$ cat src/rtl/pc_fetch_ctrl_if.sv
// pc_fetch_ctrl_if
// Bundles the fetch sequencer's ALU-redirect, decode and instruction-memory
// signals.
//   master : the fetch sequencer (drives imem_req/imem_addr and the inst_* outputs)
//   slave  : the surrounding CPU/memory (drives redirect, stall, imem_ack/rdata)
interface pc_fetch_ctrl_if;
  logic        redirect_valid;
  logic [31:0] redirect_pc;
  logic        stall;
  logic        imem_req;
  logic [31:0] imem_addr;
  logic        imem_ack;
  logic [31:0] imem_rdata;
  logic        inst_valid;
  logic [31:0] inst;
  logic [31:0] inst_pc;
  logic [31:0] current_pc;

  modport master (
    input  redirect_valid, redirect_pc, stall, imem_ack, imem_rdata,
    output imem_req, imem_addr, inst_valid, inst, inst_pc, current_pc
  );

  modport slave (
    output redirect_valid, redirect_pc, stall, imem_ack, imem_rdata,
    input  imem_req, imem_addr, inst_valid, inst, inst_pc, current_pc
  );
endinterface

$ cat src/rtl/pc_fetch_ctrl.sv
// pc_fetch_ctrl
// Fetch sequencer between the PC and the instruction-memory port. It issues one
// req/ack fetch at a time. It holds each fetched instruction for decode until
// that instruction is consumed, and it applies branch/jump redirects. A
// redirect can arrive while a fetch is still outstanding.
// Ports:
//   clk  : system clock, rising edge
//   rst  : asynchronous, active-low reset
//   bus  : pc_fetch_ctrl_if.master
//          (redirect_valid/redirect_pc, stall, imem_req/imem_addr/imem_ack/
//           imem_rdata, inst_valid/inst/inst_pc, current_pc)
// Parameter:
//   RESET_PC : first fetch address after reset (word aligned)
module pc_fetch_ctrl #(
  parameter logic [31:0] RESET_PC = 32'h0000_0000
) (
  input  logic              clk,
  input  logic              rst,
  pc_fetch_ctrl_if.master   bus
);

  typedef enum logic [1:0] {
    S_BOOT  = 2'd0,
    S_FETCH = 2'd1,
    S_HOLD  = 2'd2
  } state_t;

  localparam logic [31:0] ALIGN_MASK = 32'hFFFF_FFFC;

  state_t      r_state;
  logic [31:0] r_fetch_pc;
  logic [31:0] r_pending_pc;
  logic        r_drop;
  logic        r_inst_valid;
  logic [31:0] r_inst;
  logic [31:0] r_inst_pc;

  logic [31:0] w_redirect_pc;
  logic [31:0] w_pc_plus4;

  assign w_redirect_pc = bus.redirect_pc & ALIGN_MASK;
  assign w_pc_plus4    = r_fetch_pc + 32'd4;

  always_ff @(posedge clk or negedge rst) begin
    if (!rst) begin
      r_state      <= S_BOOT;
      r_fetch_pc   <= RESET_PC & ALIGN_MASK;
      r_pending_pc <= '0;
      r_drop       <= 1'b0;
      r_inst_valid <= 1'b0;
      r_inst       <= '0;
      r_inst_pc    <= '0;
    end else begin
      case (r_state)
        S_BOOT: r_state <= S_FETCH;

        S_FETCH: begin
          if (bus.redirect_valid && bus.imem_ack) begin
            r_fetch_pc <= w_redirect_pc;
            r_drop     <= 1'b0;
          end else if (bus.redirect_valid) begin
            // imem_addr has to stay stable until the ack arrives. Save the
            // target here, and mark the outstanding word for discard.
            r_pending_pc <= w_redirect_pc;
            r_drop       <= 1'b1;
          end else if (bus.imem_ack && r_drop) begin
            r_fetch_pc <= r_pending_pc;
            r_drop     <= 1'b0;
          end else if (bus.imem_ack) begin
            r_inst       <= bus.imem_rdata;
            r_inst_pc    <= r_fetch_pc;
            r_inst_valid <= 1'b1;
            r_fetch_pc   <= w_pc_plus4;
            r_state      <= S_HOLD;
          end
        end

        S_HOLD: begin
          if (bus.redirect_valid) begin
            r_fetch_pc   <= w_redirect_pc;
            r_inst_valid <= 1'b0;
            r_state      <= S_FETCH;
          end else if (!bus.stall) begin
            r_inst_valid <= 1'b0;
            r_state      <= S_FETCH;
          end
        end

        default: r_state <= S_BOOT;
      endcase
    end
  end

  assign bus.imem_req   = (r_state == S_FETCH);
  assign bus.imem_addr  = r_fetch_pc;
  assign bus.current_pc = r_fetch_pc;
  assign bus.inst_valid = r_inst_valid;
  assign bus.inst       = r_inst;
  assign bus.inst_pc    = r_inst_pc;

endmodule

$ cat src/flat_wrapper.sv
// flat-port wrapper written by rule: the top's interface ports become plain ports
module pc_fetch_ctrl_flat 
#(
  parameter logic [31:0] RESET_PC = 32'h0000_0000
)
  (clk, rst, bus_redirect_valid, bus_redirect_pc, bus_stall, bus_imem_ack, bus_imem_rdata, bus_imem_req, bus_imem_addr, bus_inst_valid, bus_inst, bus_inst_pc, bus_current_pc);
  pc_fetch_ctrl_if bus_i ();
  input  logic clk;
  input  logic rst;
  input wire logic [$bits(bus_i.redirect_valid)-1:0] bus_redirect_valid;
  input wire logic [$bits(bus_i.redirect_pc)-1:0] bus_redirect_pc;
  input wire logic [$bits(bus_i.stall)-1:0] bus_stall;
  input wire logic [$bits(bus_i.imem_ack)-1:0] bus_imem_ack;
  input wire logic [$bits(bus_i.imem_rdata)-1:0] bus_imem_rdata;
  output wire logic [$bits(bus_i.imem_req)-1:0] bus_imem_req;
  output wire logic [$bits(bus_i.imem_addr)-1:0] bus_imem_addr;
  output wire logic [$bits(bus_i.inst_valid)-1:0] bus_inst_valid;
  output wire logic [$bits(bus_i.inst)-1:0] bus_inst;
  output wire logic [$bits(bus_i.inst_pc)-1:0] bus_inst_pc;
  output wire logic [$bits(bus_i.current_pc)-1:0] bus_current_pc;
  assign bus_i.redirect_valid = bus_redirect_valid;
  assign bus_i.redirect_pc = bus_redirect_pc;
  assign bus_i.stall = bus_stall;
  assign bus_i.imem_ack = bus_imem_ack;
  assign bus_i.imem_rdata = bus_imem_rdata;
  assign bus_imem_req = bus_i.imem_req;
  assign bus_imem_addr = bus_i.imem_addr;
  assign bus_inst_valid = bus_i.inst_valid;
  assign bus_inst = bus_i.inst;
  assign bus_inst_pc = bus_i.inst_pc;
  assign bus_current_pc = bus_i.current_pc;
  pc_fetch_ctrl #(.RESET_PC(RESET_PC)) u_core (.clk(clk), .rst(rst), .bus(bus_i));
endmodule
$ cat config.mk
export PLATFORM = sky130hd
export DESIGN_NAME = pc_fetch_ctrl_flat
export DESIGN_NICKNAME = d
export VERILOG_FILES = /design/src/rtl/pc_fetch_ctrl_if.sv /design/src/rtl/pc_fetch_ctrl.sv /design/src/flat_wrapper.sv
export SDC_FILE = /design/constraint.sdc
export NUM_CORES = 1
export LEC_CHECK = 0
export CORE_MARGIN = 2
export CORE_UTILIZATION = 25
export DETAILED_ROUTE_END_ITERATION = 10
export SYNTH_ARGS = -nofsm -noshare
export SYNTH_HDL_FRONTEND = slang
export SYNTH_SLANG_ARGS = --single-unit
export TNS_END_PERCENT = 1
$ cat constraint.sdc
create_clock -name clk -period 2.2 [get_ports clk]
set_input_delay 0.44 -clock clk [delete_from_list [all_inputs] [get_ports clk]]
set_output_delay 0.44 -clock clk [all_outputs]
set_load 0.02 [all_outputs]
; After elaboration in Yosys (flattened, before gate mapping)
; Index checks and enable logic that the tools add are counted.
; W data, S select, Z words.
[totals]
input_bits = 69
register_bits = 130
[op_classes]
n_bitwise = 3
n_eq_ne = 10
n_addsub = 1
n_mux = 23
n_reduce_logical = 11
[ops]
columns = cell, count
row1 = $mux W32, 5
row2 = $pmux W32 S2, 1
row3 = $add A32 B3 Y32 const B, 1
row4 = $mux W2, 6
row5 = $ne A2 B2 Y1 const B, 5
row6 = $reduce_and A5 Y1, 2
row7 = $mux W1, 9
row8 = $pmux W2 S3, 1
row9 = $reduce_and A6 Y1, 1
row10 = $ne A4 B2 Y1 const B, 1
row11 = $reduce_and A4 Y1, 1
row12 = $ne A3 B2 Y1 const B, 1
row13 = $ne A3 B3 Y1 const B, 1
row14 = $not A1 Y1, 3
row15 = $reduce_and A3 Y1, 1
row16 = $reduce_bool A3 Y1, 1
row17 = $eq A2 B1 Y1 const B, 1
row18 = $eq A2 B2 Y1 const B, 1
row19 = $logic_and A1 B1 Y1, 2
row20 = $logic_not A2 Y1, 1
row21 = $pmux W1 S2, 1
row22 = $reduce_and A2 Y1, 1
row23 = $reduce_bool A2 Y1, 1

; Depth between registers and ports, before layout
; Gate-level depths: netlist of run 1.
[logic_depth]
ltp_word = 6
depth_mapped = 9

; Worst setup path before layout of run 1
; Ideal clock, no wire load.
[synth_timing]
path_kind = flip-flop to flip-flop
start = reg u_core.r_state[1]
end = reg u_core.r_inst[0] (netlist: u_core.bus.inst[0])
path_slack_ns = -0.119
arrival_ns = 2.194
path_buffers = 3
synth_period_minus_slack_ns = 2.319
setup_time_ns = 0.125
path_stages_with_launch = 8
path_cell_list = dfrtp_1 > inv_1 > ha_1 > clkbuf_1 > nor3b_1 > clkbuf_1 > buf_1 > mux2_2
[synth_between]
elab_chain_cells = 2
[synth_rtl]
columns = item, line_no
row1 = "start, declared", pc_fetch_ctrl.sv:30  ; state_t r_state;
row2 = "start signal, assigned", pc_fetch_ctrl.sv:46  ; r_state <= S_BOOT;
row3 = "start signal, assigned", pc_fetch_ctrl.sv:55  ; S_BOOT: r_state <= S_FETCH;
row4 = "start signal, assigned", pc_fetch_ctrl.sv:74  ; r_state <= S_HOLD;
row5 = $eq A2 B1 Y1, n/a
row6 = named net bus_imem_req, flat_wrapper.sv:15  ; output wire logic [$bits(bus_i.imem_req)-1:0] bus_imem_req;
row7 = $reduce_and A5 Y1 (no line), n/a
row8 = "end signal, assigned", pc_fetch_ctrl.sv:70  ; r_inst <= bus.imem_rdata;
row9 = "end, declared", pc_fetch_ctrl.sv:35  ; logic [31:0] r_inst;
; The timed path passes the listed nets, and every way through them passes these cells.
; A chain may end at the register's enable or synchronous reset.

; Worst setup path in the final report of run 1
[layout_timing]
start = reg u_core.r_fetch_pc[22] (netlist: u_core.bus.current_pc[22])
end = out bus_current_pc[22]
[layout_rtl]
columns = item, line_no
row1 = "start, declared", pc_fetch_ctrl.sv:31  ; logic [31:0] r_fetch_pc;
row2 = "start signal, assigned", pc_fetch_ctrl.sv:47  ; r_fetch_pc <= RESET_PC & ALIGN_MASK;
row3 = "start signal, assigned", pc_fetch_ctrl.sv:59  ; r_fetch_pc <= w_redirect_pc;
row4 = "start signal, assigned", pc_fetch_ctrl.sv:67  ; r_fetch_pc <= r_pending_pc;
row5 = "end, declared", flat_wrapper.sv:20  ; output wire logic [$bits(bus_i.current_pc)-1:0] bus_current_pc;
; No word-level cell between the ends.

==> summary.txt, run 1 <==
Worst setup path
  – Reg-to-reg setup timing slack: 150 ps
  – Worst Setup Start Kind: flop
  – Critical-path top delay cell: clkdlybuf4s50_1
  – Setup CP Type: reg -> out
  – Worst-path cell chain: clkdlybuf4s50_1
  – Worst-path fanout max: 10
  – R2R cell count: 6
  – Worst EP required: 1760 ps
  – Worst R2R End: u_core.bus.current_pc[29]$_DFFE_PN0P_
  – Crit Reg-Reg Startpoint: u_core.bus.current_pc[2]$_DFFE_PN0P_
  – Max stage delay on crit path: 680 ps
  – Critical path buffer and inverter count: 1
  – CP Capture Type: primary output
  – CP delay by family, top: buffers and inverters
  – Worst EP arrival: 1640 ps

Cells and area
  – N_diodes: 0
  – Share of cells above drive strength 1: 24.8%
  – Final Net Count: 834
  – # fillers: 2,381
  – Fin area: 9320 um^2
  – Post-layout util: 38.3%
  – Layout area overhead: 50.4%

Global routing
  – Remaining Overflow, GRT: 0
  – Largest net degree at the start of global routing: 52
  – Total Routing Usage GR: 14.4%
  – Global-route wire length before repair: 28,900 um
  – Antenna violations before repair: 0
  – Number of global-route vias before repair: 5,031

Synthesis
  – Yosys top cell by area: dfrtp_1
  – Sequential-to-total area share from yosys stat: 50.9%
  – Netlist Area Pre-Place: 6190 um^2
  – Top_reg_cell synth: dfrtp_1
  – Synth async-reset ratio: 100%
  – Count leader, synth: dfrtp_1
  – Yosys cell types: 49
  – Synth Instances: 558
  – Post-synth top area share: 50.9%
  – Synthesis Warnings: 0
  – Avg Synthesized Cell Area: 11.1 um^2
  – #FFs+latches synth: 126
  – Dominant cells by area after synthesis: dfrtp_1 (51%), mux2_2 (17%), buf_4 (4.4%), a21oi_1 (2.5%), o21ai_0 (2.5%)
  – Most frequent cells after synthesis: dfrtp_1 (126), mux2_2 (92), buf_4 (36), nand2_1 (33)
  – Post-synth EDFFs: 0

Die
  – Core area: 24,300 um^2
  – Die area: 26,000 um^2
  – Die outline width: 161 um
  – Starting Density: 25.5%
  – Placement row count: 57
  – Die height: 161 um
  – Io pins: 199

Clocking
  – CTS buffer count: 17
  – Clock Latency Late Sink: 420 ps
  – Clock tree buffer depth: 2
  – CTS Root Cell: clkbuf_16
  – CTS clk-pin slew, worst paths: 60 ps
  – Post-CTS setup buffers: 0
  – H-Tree Depth: 4
  – CTS tree: built
  – CTS Sinks: 126

Run
  – Max-Cap Viols: 0

Placed design
  – GPL Wtd Cong: 0.812
  – Dpl ws: -82.7 ps
  – Cell Area, Placed: 8690 um^2
  – Final HPWL DP: 13,300 um
  – Port Buf Inserts: 190

Timing
  – Setup violators final: 0
  – Final setup margin: 123 ps
  – Fmax: 481 MHz
  – Pins over their slew limit: 0
  – Final min period: 2080 ps
  – RSZ-0062 raised after global routing: no
  – Final worst path period share: 94.4%
  – Count of final hold-check violations: 0
  – Setup TNS: 0 ps
  – Final Skew: 6.62 ps

Route
  – Wire per inst: 16.7 um
  – Via Count: 5,101
  – Initial DRT Pass Iterations: 5
  – Initial DRC count: 243
  – Routed WL: 18,300 um
  – DR DRC count: 0
  – Routed Antenna Nets: 0
  – Vias per inst: 4.65

Status
  – Status: complete, no violations

Pwr
  – PD cells: 1500 nW/um^2
  – Total leakage power: 3.80 nW
  – Max VDD drop: 0.000721 V

Min path
  – Worst hold path class: in -> async
[timing repair]
item,4_1_cts,5_1_grt
hold buffers,1,0
setup endpoints to repair,1,2
gates resized for setup,2,1
endpoints found under the hold margin,35,0
[stage by stage]
step	power (mW)	hold slack (ps)	instances
2_1_floorplan	7.89	144	563
3_3_place_gp	11.0	378	1065
3_5_place_dp	11.1	375	1065
4_1_cts	14.1	502	1097
5_1_grt	14.8	512	1097
6_report	14.0	500	1097
[routing by layer]
| layer | routed length [um] | global-route usage (%) | vias to the layer above | part of all wire [%] |
|---|---|---|---|---|
| met4 | 194 | 3.45 | 0 | 1.1 |
| met5 | 0 | 0 | - | 0 |
| met3 | 1260 | 3.90 | 16 | 6.9 |
| met1 | 8170 | 19.4 | 2528 | 45 |
| li1 | - | - | 2371 | - |
| met2 | 8700 | 23.1 | 186 | 48 |
[report_power, final]
group	total, mW	internal [mW]	switching (mW)	leakage (nW)
clock network	2.95	1.89	1.06	0.297
logic	6.93	3.50	3.44	1.95
registers	4.09	3.41	0.680	1.56
total	14.0	8.80	5.18	3.80
[how the worst max path moves through the flow]
stage               slack [ps]                                     to                             startpoint  cells past startpoint
finish                     120                     bus_current_pc[22]  u_core.bus.current_pc[22]$_DFFE_PN0P_                      1
global route                20  u_core.bus.current_pc[29]$_DFFE_PN0P_   u_core.bus.current_pc[2]$_DFFE_PN0P_                      6
CTS                         10                      bus_imem_addr[27]  u_core.bus.current_pc[27]$_DFFE_PN0P_                      1
detailed placement         -80        u_core.bus.inst[26]$_DFFE_PN0P_                           bus_imem_ack                      6
global placement          -100  u_core.bus.current_pc[18]$_DFFE_PN0P_                     bus_redirect_valid                      8
floorplan                 -120        u_core.bus.inst[10]$_DFFE_PN0P_          u_core.r_state[1]$_DFFE_PN0P_                      7
[registers in the layout, summed over array words and instances, names as in the netlist]
name / count
u_core.bus.current_pc: 30
u_core.bus.inst: 32
u_core.bus.inst_pc: 30
u_core.bus.inst_valid: 1
u_core.r_drop: 1
u_core.r_pending_pc: 30
u_core.r_state: 2
[layout by cell type (no fill, tap or decap), types with 5 or more instances in the layout]
cell type        synthesis  routed
nand2_1                 33      33
buf_4                   36      51
xor2_1                   6       6
dfrtp_1                126     125
nand4_1                  9       9
a21oi_1                 31      31
nor3_1                   9       9
conb_1                   1       6
buf_12                   0       9
mux2_2                  92      92
a211oi_1                 5       5
inv_1                   10      10
o21ai_0                 31      31
clkdlybuf4s50_1          0     188
nor2_1                  28      28
a32o_1                  10      10
nand3_1                 20      20
xnor2_1                 16      16
clkbuf_16                0      17
[cell families (layout without fill, tap and decap cells)]
kind of cell / count (synthesis) / after routing / synth area share [%]
other: 1 / 6 / 0.0605
XOR/XNOR: 22 / 22 / 3.11
buffers and inverters: 82 / 292 / 7.21
AO/OA/AOI/OAI: 100 / 100 / 10.3
multiplexers: 93 / 93 / 16.9
adder cells (fa/ha/maj): 4 / 4 / 0.808
AND/OR/NAND/NOR: 130 / 130 / 10.7
flip-flops: 126 / 126 / 50.9
[cell type report]
type	count	area (um^2)	share of cell area, %
clock buffer	21	480	5.16
multi-input combinational	355	2630	28.2
tap	324	405	4.35
inverter	10	37.5	0.403
timing repair buffer	251	2470	26.6
clock inverter	10	136	1.46
sequential	126	3150	33.9
Note: power is estimated with default switching activity, not from simulation.
==> run 2: changes to the inputs <==
- CTS_CLUSTER_SIZE: unset -> 20
- SLEW_MARGIN: unset -> 20
==> results of run 2 <==
No change in the layout: final DEF, timing and power equal those of run 1.
==> run 3: changes to the inputs <==
- MAX_ROUTING_LAYER: unset -> met4
- TNS_END_PERCENT: 1 -> 20
==> summary.txt, run 3 (synthesis results as in run 1) <==
Die
  – Core area: 24,300 um^2
  – Placement row count: 57
  – Die area: 26,000 um^2
  – Starting Density: 25.5%
  – Die height: 161 um
  – Die outline width: 161 um
  – Io pins: 199

Pwr
  – Sw power: 5.21 mW
  – Sw Share: 37.1%
  – Max VDD drop: 0.000540 V
  – Total leakage power: 3.83 nW
  – Clock power frac: 21.7%
  – Sequential share of power: 29.4%
  – PD cells: 1500 nW/um^2
  – Comb power frac: 48.9%
  – Internal power: 8.83 mW

Cells and area
  – Fin area: 9350 um^2
  – Most common cell after layout, fill and taps aside: clkdlybuf4s50_1
  – N_diodes: 0
  – Post-layout util: 38.4%
  – Final non-filler cell total: 1,104
  – Max reg flops: 32
  – Share of cells above drive strength 1: 25.4%
  – Most frequent cells in the layout: clkdlybuf4s50_1 (188), dfrtp_1 (126), mux2_2 (92), buf_4 (60), nand2_1 (33)
  – Final Net Count: 840
  – Layout area overhead: 50.9%

Placed design
  – Final HPWL DP: 13,400 um
  – Port Buf Inserts: 190
  – GPL Wtd Cong: 0.806
  – Dpl ws: -21.0 ps
  – Cell Area, Placed: 8710 um^2
  – Cells after DPL: 1,072

Status
  – Failing checks: hold timing
  – Status: finished with violations

Timing
  – Final min period: 2110 ps
  – Count of final hold-check violations: 4
  – Final Skew: 11.8 ps
  – Final setup margin: 88.3 ps
  – RSZ-0062 raised after global routing: no
  – Fmax: 474 MHz
  – Final worst path period share: 96.0%
  – Setup violators final: 0
  – Pins over their slew limit: 0
  – Min Hold Slack: -10.6 ps
  – Setup TNS: 0 ps

Clocking
  – CTS Sinks: 126
  – Clock Latency Late Sink: 420 ps
  – CTS Root Cell: clkbuf_16
  – H-Tree Depth: 4
  – Hold_buf cts: 0
  – Clock tree buffer depth: 2
  – CTS buffer count: 17
  – Post-CTS setup buffers: 0
  – CTS tree: built
  – CTS clk-pin slew, worst paths: 60 ps

Worst setup path
  – Reg-to-reg setup timing slack: 110 ps
  – Crit Reg-Reg Startpoint: u_core.bus.current_pc[7]$_DFFE_PN0P_
  – Worst EP arrival: 1670 ps
  – Worst EP required: 1760 ps
  – Setup CP Type: reg -> out
  – Max stage delay on crit path: 690 ps
  – Critical-path top delay cell: clkdlybuf4s50_1
  – CP Capture Type: primary output
  – Critical path buffer and inverter count: 1
  – CP delay by family, top: buffers and inverters
  – Worst R2R End: u_core.bus.current_pc[20]$_DFFE_PN0P_
  – Worst Setup Start Kind: flop
  – R2R cell count: 5
  – Worst-path cell chain: clkdlybuf4s50_1
  – Worst-path fanout max: 9

Route
  – Via Count: 5,047
  – Wire per inst: 16.7 um
  – Routed WL: 18,400 um
  – Initial DRC count: 290
  – Routed Antenna Nets: 0
  – Initial DRT Pass Iterations: 4
  – Vias per inst: 4.57
  – DR DRC count: 0

Global routing
  – Global-route wire length before repair: 28,400 um
  – Number of global-route vias before repair: 4,937
  – Antenna violations before repair: 0
  – Remaining Overflow, GRT: 0
  – Largest net degree at the start of global routing: 77
  – Total Routing Usage GR: 14.6%

Min path
  – Worst hold path class: in -> async

Run
  – Max-Cap Viols: 0
run 3: per-stage QoR:
step / hold WS (ps) / power [mW]
after floorplan: 144 / 7.89
after global placement: 453 / 11.0
after detailed placement: 449 / 11.1
after CTS: 1.77 / 14.2
after global routing: 3.68 / 14.9
final: -10.6 / 14.0
run 3: area by class of cell:
type / instances / area, um^2
clock buffers: 19 / 443
clock inverters: 13 / 189
well taps: 324 / 405
multi-input cells: 355 / 2630
flip-flops and latches: 126 / 3150
fillers: 2380 / 15000
inverters: 10 / 37.5
repair buffers: 257 / 2490
run 3: worst max path at each step:
stage                                                startpoint                                    end  depth (start not counted)
final                     u_core.bus.current_pc[27]$_DFFE_PN0P_                     bus_current_pc[27]                          1
after global routing      u_core.bus.current_pc[27]$_DFFE_PN0P_                     bus_current_pc[27]                          1
after CTS                 u_core.bus.current_pc[27]$_DFFE_PN0P_                     bus_current_pc[27]                          1
after detailed placement                     bus_redirect_valid  u_core.bus.current_pc[19]$_DFFE_PN0P_                          7
after global placement                       bus_redirect_valid         u_core.bus.inst[6]$_DFFE_PN0P_                          5
after floorplan                   u_core.r_state[1]$_DFFE_PN0P_        u_core.bus.inst[23]$_DFFE_PN0P_                          7
run 3: per-layer routing:
layer  wire [um]  global-route usage [%]
met2        8880                    23.1
met3        1100                    3.85
met4         207                    3.65
met1        8200                    18.7
met5           0                       -
run 3: power groups by stage:
stage | Sequential (mW) | Combinational [mW] | Clock, mW
6_report | 4.12 | 6.87 | 3.05
4_1_cts | 4.13 | 6.96 | 3.13
3_5_place_dp | 4.16 | 6.93 | 0
2_1_floorplan | 5.08 | 2.81 | 0
3_3_place_gp | 4.10 | 6.88 | 0
5_1_grt | 4.27 | 7.33 | 3.26
run 3: repair_timing:
| action | in CTS | in global routing |
|---|---|---|
| hold endpoints to repair | 0 | 0 |
| setup endpoints to repair | 1 | 0 |
| resized for setup | 2 | 0 |
